$ cat src/rtl/hazard_stall_ctrl.sv
// Hazard and stall sequencer for the 5-stage pipeline: load-use bubbles,
// data-memory wait freezes, branch flushes, plus saturating event counters.
module hazard_stall_ctrl #(
  parameter int MAX_WAIT = 64,
  parameter int CNT_W    = 16
) (
  input  logic             clk,
  input  logic             rst,
  input  logic [4:0]       id_rs1_addr,
  input  logic [4:0]       id_rs2_addr,
  input  logic             id_uses_rs2,
  input  logic [4:0]       ex_rd_addr,
  input  logic             ex_mem_read,
  input  logic             ex_branch_taken,
  input  logic             mem_busy,
  output logic             pc_stall,
  output logic             if_id_stall,
  output logic             if_id_flush,
  output logic             id_ex_stall,
  output logic             id_ex_bubble,
  output logic             timeout_err,
  output logic [CNT_W-1:0] stall_cycles,
  output logic [CNT_W-1:0] flush_count
);

  localparam int WAIT_W = $clog2(MAX_WAIT + 1);
  localparam logic [WAIT_W-1:0] WAIT_MAX = WAIT_W'(MAX_WAIT);
  localparam logic [CNT_W-1:0]  CNT_MAX  = '1;

  typedef enum logic [1:0] {
    RUN       = 2'd0,
    LU_BUBBLE = 2'd1,
    MEM_WAIT  = 2'd2
  } state_e;

  state_e            state_q, state_d;
  logic [WAIT_W-1:0] wait_cnt_q, wait_cnt_d;
  logic              timeout_q, timeout_d;
  logic [CNT_W-1:0]  stall_cycles_q, stall_cycles_d;
  logic [CNT_W-1:0]  flush_count_q, flush_count_d;
  logic              lu;

  assign lu = ex_mem_read && (ex_rd_addr != 5'd0) &&
              ((ex_rd_addr == id_rs1_addr) ||
               (id_uses_rs2 && (ex_rd_addr == id_rs2_addr)));

  always_comb begin
    // NOTE: every signal written here gets a default first so no path leaves
    // one unassigned, which would otherwise infer a latch.
    pc_stall       = 1'b0;
    if_id_stall    = 1'b0;
    if_id_flush    = 1'b0;
    id_ex_stall    = 1'b0;
    id_ex_bubble   = 1'b0;
    state_d        = state_q;
    wait_cnt_d     = wait_cnt_q;
    timeout_d      = timeout_q;
    stall_cycles_d = stall_cycles_q;
    flush_count_d  = flush_count_q;

    if (!rst) begin
      if (mem_busy) begin
        // EX is frozen, so branch and load-use are re-judged after release.
        pc_stall    = 1'b1;
        if_id_stall = 1'b1;
        id_ex_stall = 1'b1;
        state_d     = MEM_WAIT;
        if (state_q != MEM_WAIT)          wait_cnt_d = WAIT_W'(1);
        else if (wait_cnt_q != WAIT_MAX)  wait_cnt_d = wait_cnt_q + 1'b1;
        if (wait_cnt_d == WAIT_MAX)       timeout_d  = 1'b1;
      end else begin
        // Release from MEM_WAIT evaluates like RUN in the same cycle.
        wait_cnt_d = '0;
        state_d    = RUN;
        if (ex_branch_taken) begin
          if_id_flush  = 1'b1;
          id_ex_bubble = 1'b1;
        end else if (lu && (state_q != LU_BUBBLE)) begin
          pc_stall     = 1'b1;
          if_id_stall  = 1'b1;
          id_ex_bubble = 1'b1;
          state_d      = LU_BUBBLE;
        end
      end

      if (pc_stall && (stall_cycles_q != CNT_MAX))
        stall_cycles_d = stall_cycles_q + 1'b1;
      if (if_id_flush && (flush_count_q != CNT_MAX))
        flush_count_d = flush_count_q + 1'b1;
    end
  end

  // NOTE: sequential state uses non-blocking assignments so every flop
  // samples pre-edge values regardless of process ordering.
  always_ff @(posedge clk) begin
    if (rst) begin
      state_q        <= RUN;
      wait_cnt_q     <= '0;
      timeout_q      <= 1'b0;
      stall_cycles_q <= '0;
      flush_count_q  <= '0;
    end else begin
      state_q        <= state_d;
      wait_cnt_q     <= wait_cnt_d;
      timeout_q      <= timeout_d;
      stall_cycles_q <= stall_cycles_d;
      flush_count_q  <= flush_count_d;
    end
  end

  assign timeout_err  = timeout_q;
  assign stall_cycles = stall_cycles_q;
  assign flush_count  = flush_count_q;

endmodule

$ cat config.mk
export PLATFORM = sky130hd
export DESIGN_NAME = hazard_stall_ctrl
export DESIGN_NICKNAME = d
export VERILOG_FILES = /design/src/rtl/hazard_stall_ctrl.sv
export SDC_FILE = /design/constraint.sdc
export NUM_CORES = 1
export LEC_CHECK = 0
export CORE_MARGIN = 2
export CORE_UTILIZATION = 31
export CTS_CLUSTER_SIZE = 28
export DETAILED_ROUTE_END_ITERATION = 8
export GPL_TIMING_DRIVEN = 0
export SLEW_MARGIN = 30
export SYNTH_ARGS = -nofsm -noshare
export SYNTH_HDL_FRONTEND = slang
export SYNTH_SLANG_ARGS = --single-unit
$ cat constraint.sdc
create_clock -name clk -period 7.7 [get_ports clk]
set_input_delay 2.31 -clock clk [delete_from_list [all_inputs] [get_ports clk]]
set_output_delay 2.31 -clock clk [all_outputs]
set_load 0.02 [all_outputs]
==> results of run 1 <==
## synthesized netlist by cell type (all sizes together)
cell     count
or3         12
a311o        1
o31ai        4
nand3b       1
nor2        29
mux2         3
o21ai       11
nand3       20
a311oi       2
a2111o       1
and4         3
o21ba        1
nor4         4
nand2b       2
nand4        7
a31oi        3
dfxtp       42
xnor2       10
o221ai       1
or2          1
and3         8
buf          4
mux2i        3
nand2        9
a31o         1
o211ai       1
a2bb2oi      1
xor2        19
nor3         9
or4          5
nor2b        5
clkbuf       8
inv          9
a32oi        1
ha           4
a21oi       17
## per-layer routing
metal / part of all wire, % / global-route usage (%) / up-vias / wire [um]
met4: 1.4 / 4.96 / 0 / 77
li1: - / - / 1075 / -
met3: 5.1 / 3.64 / 5 / 280
met2: 43 / 22.7 / 57 / 2380
met5: 0 / 0 / - / 0
met1: 50 / 19.9 / 956 / 2780
## cells by family (layout without fill, tap and decap cells)
group	Yosys count	after routing	synth area share (%)
AOI/OAI and AO/OA	45	45	12.9
DFF	42	42	37.8
xor gates and xnor gates	29	29	11.4
and+or+nand+nor	115	115	28.1
muxes	6	6	2.87
buffers and inverters	21	87	4.72
adders and majority gates	4	4	2.25
## worst reg2reg max path, delay by kind of cell (launching register included)
| family | cells | cell delay [ns] |
|---|---|---|
| buf+inv | 3 | 0.61 |
| flops | 1 | 0.40 |
| compound gates | 2 | 0.58 |
| mux | 1 | 0.19 |
| simple gates | 3 | 0.39 |
| fa+ha+maj | 1 | 0.22 |
## cell usage in the layout, fill, tap and decap left out, types with 2 or more instances in the layout
cell type,instances
nand2_1,9
mux2_1,3
nand3_1,20
o21ai_1,9
buf_6,3
nor3_1,9
xor2_1,19
a31oi_1,3
xnor2_1,10
or4_1,5
clkinv_2,2
clkbuf_1,8
and3_1,7
or3_1,12
a21oi_1,17
nand4_1,7
mux2i_1,3
clkdlybuf4s50_1,58
nand2b_1,2
nor4_1,3
dfxtp_1,42
and4_1,2
nor2b_1,5
a311oi_1,2
clkbuf_8,5
o31ai_1,4
inv_1,9
o21ai_0,2
ha_1,4
nor2_1,29
## cell type report
type                    instances  area, sq um
fillers                       690         3830
multi-input cells             199         1280
flip-flops and latches         42          841
repair buffers                 58          581
well taps                      96          120
plain buffers                  12         71.3
clock buffers                   5         68.8
clock inverters                 3         40.0
inverters                       9         33.8
## final timing paths
check                                                  start                            to  cells past startpoint
worst min-delay path                timeout_err$_SDFFE_PP0P_      timeout_err$_SDFFE_PP0P_                      2
worst min register to register      timeout_err$_SDFFE_PP0P_      timeout_err$_SDFFE_PP0P_                      2
worst max-delay path                           ex_rd_addr[3]                  id_ex_bubble                      8
worst max register to register  stall_cycles[0]$_SDFFE_PP0P_  stall_cycles[1]$_SDFFE_PP0P_                     10
## through the flow
step                utilization [%]  worst slack [ns]  hold slack (ns)
floorplan                         -              1.58            0.492
global placement               42.6             0.568            0.442
detailed placement             42.6             0.572            0.454
CTS                            44.2             0.570            0.466
global route                   44.2             0.382            0.485
finish                         44.2             0.587            0.467
## state kept, by name, indices dropped and copies added (netlist names)
signal	flops
stall_cycles	16
flush_count	16
state_q	2
timeout_err	1
wait_cnt_q	7
## power by group
part / switching, mW / internal [mW] / total, mW
combinational: 0.0240 / 0.0244 / 0.0483
clock: 0.0791 / 0.0955 / 0.175
sequential: 0.00286 / 0.220 / 0.222
==> results.txt, run 1 <==
- Status: finished, final reports clean
- Setup repair after global routing missed its margin: no
* Crit path largest cell delay: 0.64 ns
- Max-slew headroom: 60.3%
- Setup total negative slack on the finished layout was measured at 0 ns.
* Cts bufs inserted: 5
- Portion of the clock cycle consumed by the worst path in the final layout: 92.4%
- In the final design database the tool counted ~350 nets.
- The worst setup path is captured at an output pin.
- Number of synthesized register bits: between 40 and 50
- Buffers inserted to repair hold after CTS numbered 0.
- Worst-path cell chain: clkdlybuf4s50_1 -> xor2_1 -> nor4_1 -> a32oi_1 -> or2_1 -> or3_1 -> o21ai_1 -> clkdlybuf4s50_1
- Number of cell rows: 30
- Sorting the synthesized cells by area gives the leading types as dfxtp_1, xor2_1, nor2_1.
* Number of buffers inserted to repair setup after CTS: 0
* Synthesized cell area: between 2000 and 2500 sq um
- The tool flagged a number of max-cap violations equal to 0.
- The root buffer cell chosen for the clock tree is clkbuf_8.
* Clock latency at the later pin of the worst-skew pair: around 0.30 ns
* Routed wire length: ~5.5 mm
* Remaining number of nets flagged by the antenna check after routing: 0
- VDD sags by at most around 97 uV.
* CP most frequent cell: clkdlybuf4s50_1
- Time the worst path needs with I/O delays and setup: 7.11 ns
- WP buf/inv: 2
- Summed over all instances, the cell type with the most area after synthesis is dfxtp_1.
- Average routed wire per standard cell: 13.0 um
- Setup violations remaining at the end of the flow were counted as 0.
- Layout-stage area growth over the synthesis result: 36.4%
* Via count of the first global-routing pass: about 1900
* Reg clk slew, reported paths: 0.08 ns
- Fraction of layout cells with a size suffix above 1: under 10%
- Share of synthesized area occupied by flip-flops and latches: a little under two fifths
* Leakage Power: just over 1 nW
- CTS tree: yes
- In this run the horizontal extent of the chip is 88.7 um.
- Clock buffer depth: 2
- Broken down by cell family, the worst path's largest delay share belongs to buffers and inverters.
- Cell Count Post-Placement: 416
- # resized after CTS: 0
* Arrival time at the worst endpoint: 4.80 ns
* Synth Instances: roughly 260
* Num ports: 59
* Initial Utilization: between 30% and 40%
- Total number of yosys warnings: 0
- The number of antenna diodes in the final layout is 0.
- Worst Path Class, Setup: in2out
- The first TritonRoute pass finished after 4 iterations.
- Once placement finished, the instance area stood at around 3000 sq um.
- Vias after detailed routing: 2093
- The min-delay analysis places its worst path in the category reg2reg.
- Average via count per standard cell: just under 5
- Number of port buffers: 58
- Setup clock skew after layout: 0.00670 ns
* Starting DRT DRC Count: ~140
- Max stage delay cell, worst path: clkdlybuf4s50_1
- Die H: 88.7 um
- Placed wire-length estimate: roughly 4 mm
- At the pin with the least slew margin, the transition time is 0.592 ns.
* Final standard cell area without fillers: roughly 3000 sq um
- Mean instance size in the synthesized netlist: about 8.5 sq um
* Required time at the worst-slack endpoint: roughly 5.4 ns
- The first global-routing pass estimated 9.03 mm of wire.
- The initial antenna violation count was 0.
- In this run the power density over the cells is about 150 nW/um^2.
* Max Slew Vio Count: 0
- Area share of the largest cell type after synthesis: between 30% and 40%
* Achievable frequency: 141 MHz
- Global routing used around 15% of the available tracks.
- After synthesis, the netlist uses 41 different library cells.
- Post-synth net total: about 290
- The floorplan step defined a core boundary enclosing 6870 sq um.
- Setup slack on the worst reg-to-reg path comes out at ~5.2 ns.
- After the flow finishes, the layout carries non-filler instances totaling roughly 420.
* Largest fanout of any net on the critical path: 3
- Post-route DRC: 0
- Die ar.: 7870 sq um
- Summed over all layers, the global routing overflow is 0.
- STA classifies the critical path startpoint as a primary input.
- TritonCTS sink count: 42
* Maximum number of pins on one net before global-route repair: 14
* Placer's final routability congestion estimate: around 0.76
* Total power: between 400 and 500 uW
- The clock tree synthesis step divided the H-tree into 2 levels.
* Number of endpoints with negative hold slack in the final report: 0
Power figures use the tool's default switching activity.
==> run 2: changes to the inputs <==
Settings changed: GPL_TIMING_DRIVEN 0 to default.
==> run 2 against run 1 <==
- clock-buffer cell count unchanged
- clock power about the same
- die area unchanged
==> results.txt, run 2 (same netlist as run 1, synthesis figures left out) <==
- Hold path depth: 2 (unchanged)
* Number of port buffers: 58 (unchanged)
* Max-slew headroom: 57.7% (-2.6 points)
- Arrival time at the worst endpoint: 4.80 ns (about the same)
- The number of buffers inserted during clock tree synthesis came to 5 (unchanged).
* Number of buffers inserted to repair setup after CTS: 0 (unchanged)
- The via count normalized by instance count came to 5.02 (+1.7%).
- Wire length of the first global-routing pass: 9.16 mm (+1.5%)
- The stage delay of the slowest cell on the critical path came to 0.63 ns (about the same).
* Final standard cell area without fillers: 2980 sq um (-1.7%)
- The die outline width was 88.7 um (unchanged).
* Reg clk slew, reported paths: 0.09 ns (about the same)
- The worst vdd rail ir drop came to 71.4 uV (-27%).
* Worst hold margin: 0.450 ns (-0.0175 ns)
* Startpoint of the worst hold path: timeout_err$_SDFFE_PP0P_
- The transition time at the pin with the least slew margin came to 0.632 ns (+0.0401 ns).
- WP buf/inv: 2 (unchanged)
- Remaining number of nets flagged by the antenna check after routing: 0 (unchanged)
- The fraction of power spent switching nets was 24.0% (+0.22 points).
- The fraction of layout instances using a drive strength above 1 came to 4.42% (-0.77 points).
- The count of cells along the worst register-to-register path was 7 (-3).
- Number of endpoints with negative hold slack in the final report: 0 (unchanged)
* Utilization after layout: 43.4% (-0.76 points)
* Portion of the clock cycle consumed by the worst path in the final layout: 92.4% (about the same)
- Average routed wire per standard cell: 13.3 um (+2.6%)
* Initial Utilization: 32.4% (unchanged)
* R2R Setup Slk: 5.17 ns (-0.02 ns)
* Die H: 88.7 um (unchanged)
- Cell Count Post-Placement: 405 (-2.6%)
- Vias after detailed routing: 2074 (-0.91%)
- Total power: 446 uW (about the same)
- Power per Cell Area: 149 nW/um^2 (+1.8%)
- Number of buffers inserted by hold repair at cts: 0 (unchanged)
- The maximum achievable frequency was 141 MHz (about the same).
- Post-route DRC: 0 (unchanged)
- The largest fanout on the critical path is 3 (unchanged).
* Final Setup Violations: 0 (unchanged)
- The combinational share of power is 10.5% (-0.4 points).
- Time the worst path needs with I/O delays and setup: 7.11 ns (+0.00130 ns)
- Sequential fraction of design power: 49.9% (about the same)
- Overall fraction of global-route tracks in use: 14.6% (-0.063 points)
* Area of placed instances: 2860 sq um (-2.2%)
* CORE AREA: 6870 sq um (unchanged)
- The number of nets in the finished design is 341 (-3.1%).
* FILL cells: 708 (+2.6%)
* Max-capacitance violation count: 0 (unchanged)
- Number of H-tree levels: 2 (unchanged)
- STA classifies the critical path endpoint as an output pin.
- In this run the clock root is driven by a clkbuf_8.
* Type of origin of the critical path: primary input
- The least setup slack across all paths after layout is 0.586 ns (-0.00130 ns).
- Max stage delay cell, worst path: clkdlybuf4s50_1
* Placed wire-length estimate: 4.03 mm (-0.34%)
* Top library cells by usage in the layout, fill and taps aside: clkdlybuf4s50_1, dfxtp_1, nor2_1
- Setup repair after global routing missed its margin: no
- The diode insertion count for antenna repair is 0 (unchanged).
- Worst r2r src: stall_cycles[0]$_SDFFE_PP0P_
- The setup TNS after final layout was 0 ns (unchanged).
* Most frequent standard cell in the layout excluding fill and tap cells: clkdlybuf4s50_1
- The latest clock arrival within the worst-skew pair came to 0.30 ns (about the same).
* Leakage Power: 1.00 nW (-2.5%)
- Num ports: 59 (unchanged)
- Portion of total power attributed to the clock network: 39.5% (+0.3 points)
- The clock skew after layout was 0.00863 ns (+0.00193 ns).
- Grt total ovfl: 0 (unchanged)
* CP most frequent cell: clkdlybuf4s50_1
- Switching Power: 107 uW (+0.96%)
* Placer's final routability congestion estimate: 0.756 (-1.0%)
- By startpoint and endpoint, the worst setup path is classified as in2out.
- The total routed wirelength is 5.51 mm (about the same).
- The run finished with clean final reports.
* Antenna violations before repair: 0 (unchanged)
- Number of cell rows: 30 (unchanged)
- From synthesis to final layout, the design area changed by 34.0%.
- Drt pass-1 iters: 4 (unchanged)
- Required time at the worst-slack endpoint: 5.39 ns (about the same)
* Clock buffer depth: 2 (unchanged)
* Finished Layout Cells: 413 (-2.6%)
* Cell family with most CP delay: buffers and inverters
* Type of the most critical hold path: reg2reg
- TritonCTS built the clock tree.
- Internal cell power: 339 uW (-0.24%)
* Die ar.: 7870 sq um (unchanged)
- Maximum number of pins on one net before global-route repair: 28 (+14)
- TritonCTS sink count: 42 (unchanged)
* # resized after CTS: 0 (unchanged)
- End point of the most critical hold path: timeout_err$_SDFFE_PP0P_
- Capture instance of the worst register-to-register path: stall_cycles[5]$_SDFFE_PP0P_
- The violation count after the first detailed-routing iteration was 122 (-10%).
- The via count of the first global-routing pass came to 2021 (+5.8%).
- Worst-path cell chain: clkdlybuf4s50_1 -> xor2_1 -> nor4_1 -> a32oi_1 -> or2_1 -> or3_1 -> o21ai_1 -> clkdlybuf4s50_1
* Max Slew Vio Count: 0 (unchanged)
- Post-placement worst setup slack: 0.592 ns (+0.0207 ns)
[run 2: routing by layer]
metal	GRT usage (%)	share of wire, %	wire (um)
met5	0	0	0
met3	3.45	5.6	309
met1	19.6	49	2710
met4	4.96	0.73	40
met2	23.0	45	2460
[run 2: how the worst max path moves through the flow]
stage	cells after the start	slack, ns	from	end
after floorplan	7	1.58	ex_rd_addr[3]	pc_stall
after global placement	8	0.63	ex_rd_addr[2]	id_ex_bubble
after detailed placement	8	0.59	ex_rd_addr[2]	id_ex_bubble
after CTS	8	0.59	ex_rd_addr[2]	id_ex_bubble
after global routing	8	0.39	ex_rd_addr[2]	id_ex_bubble
final	8	0.59	ex_rd_addr[2]	id_ex_bubble
[run 2: power by group through the flow]
stage	logic [mW]	registers (mW)	clock network, mW
floorplan	0.0217	0.229	0
global placement	0.0456	0.228	0
detailed placement	0.0462	0.228	0
CTS	0.0467	0.223	0.180
global route	0.0518	0.223	0.188
finish	0.0469	0.222	0.176
[run 2: worst reg2reg max path, stage by stage (launching register included)]
cell       delay (ns)
dfxtp_1          0.40
ha_1             0.22
and3_1           0.19
and3_1           0.31
a311o_1          0.28
a2bb2oi_4        0.52
nor3_1           0.17
mux2_1           0.33
[run 2: cell type report]
type | instances | area (sq um) | area share (%)
Clock buffer | 5 | 68.8 | 2.31
Clock inverter | 3 | 40.0 | 1.34
Inverter | 9 | 33.8 | 1.13
Multi-Input combinational cell | 199 | 1290 | 43.3
Sequential cell | 42 | 841 | 28.2
Tap cell | 96 | 120 | 4.03
Timing Repair Buffer | 59 | 588 | 19.7
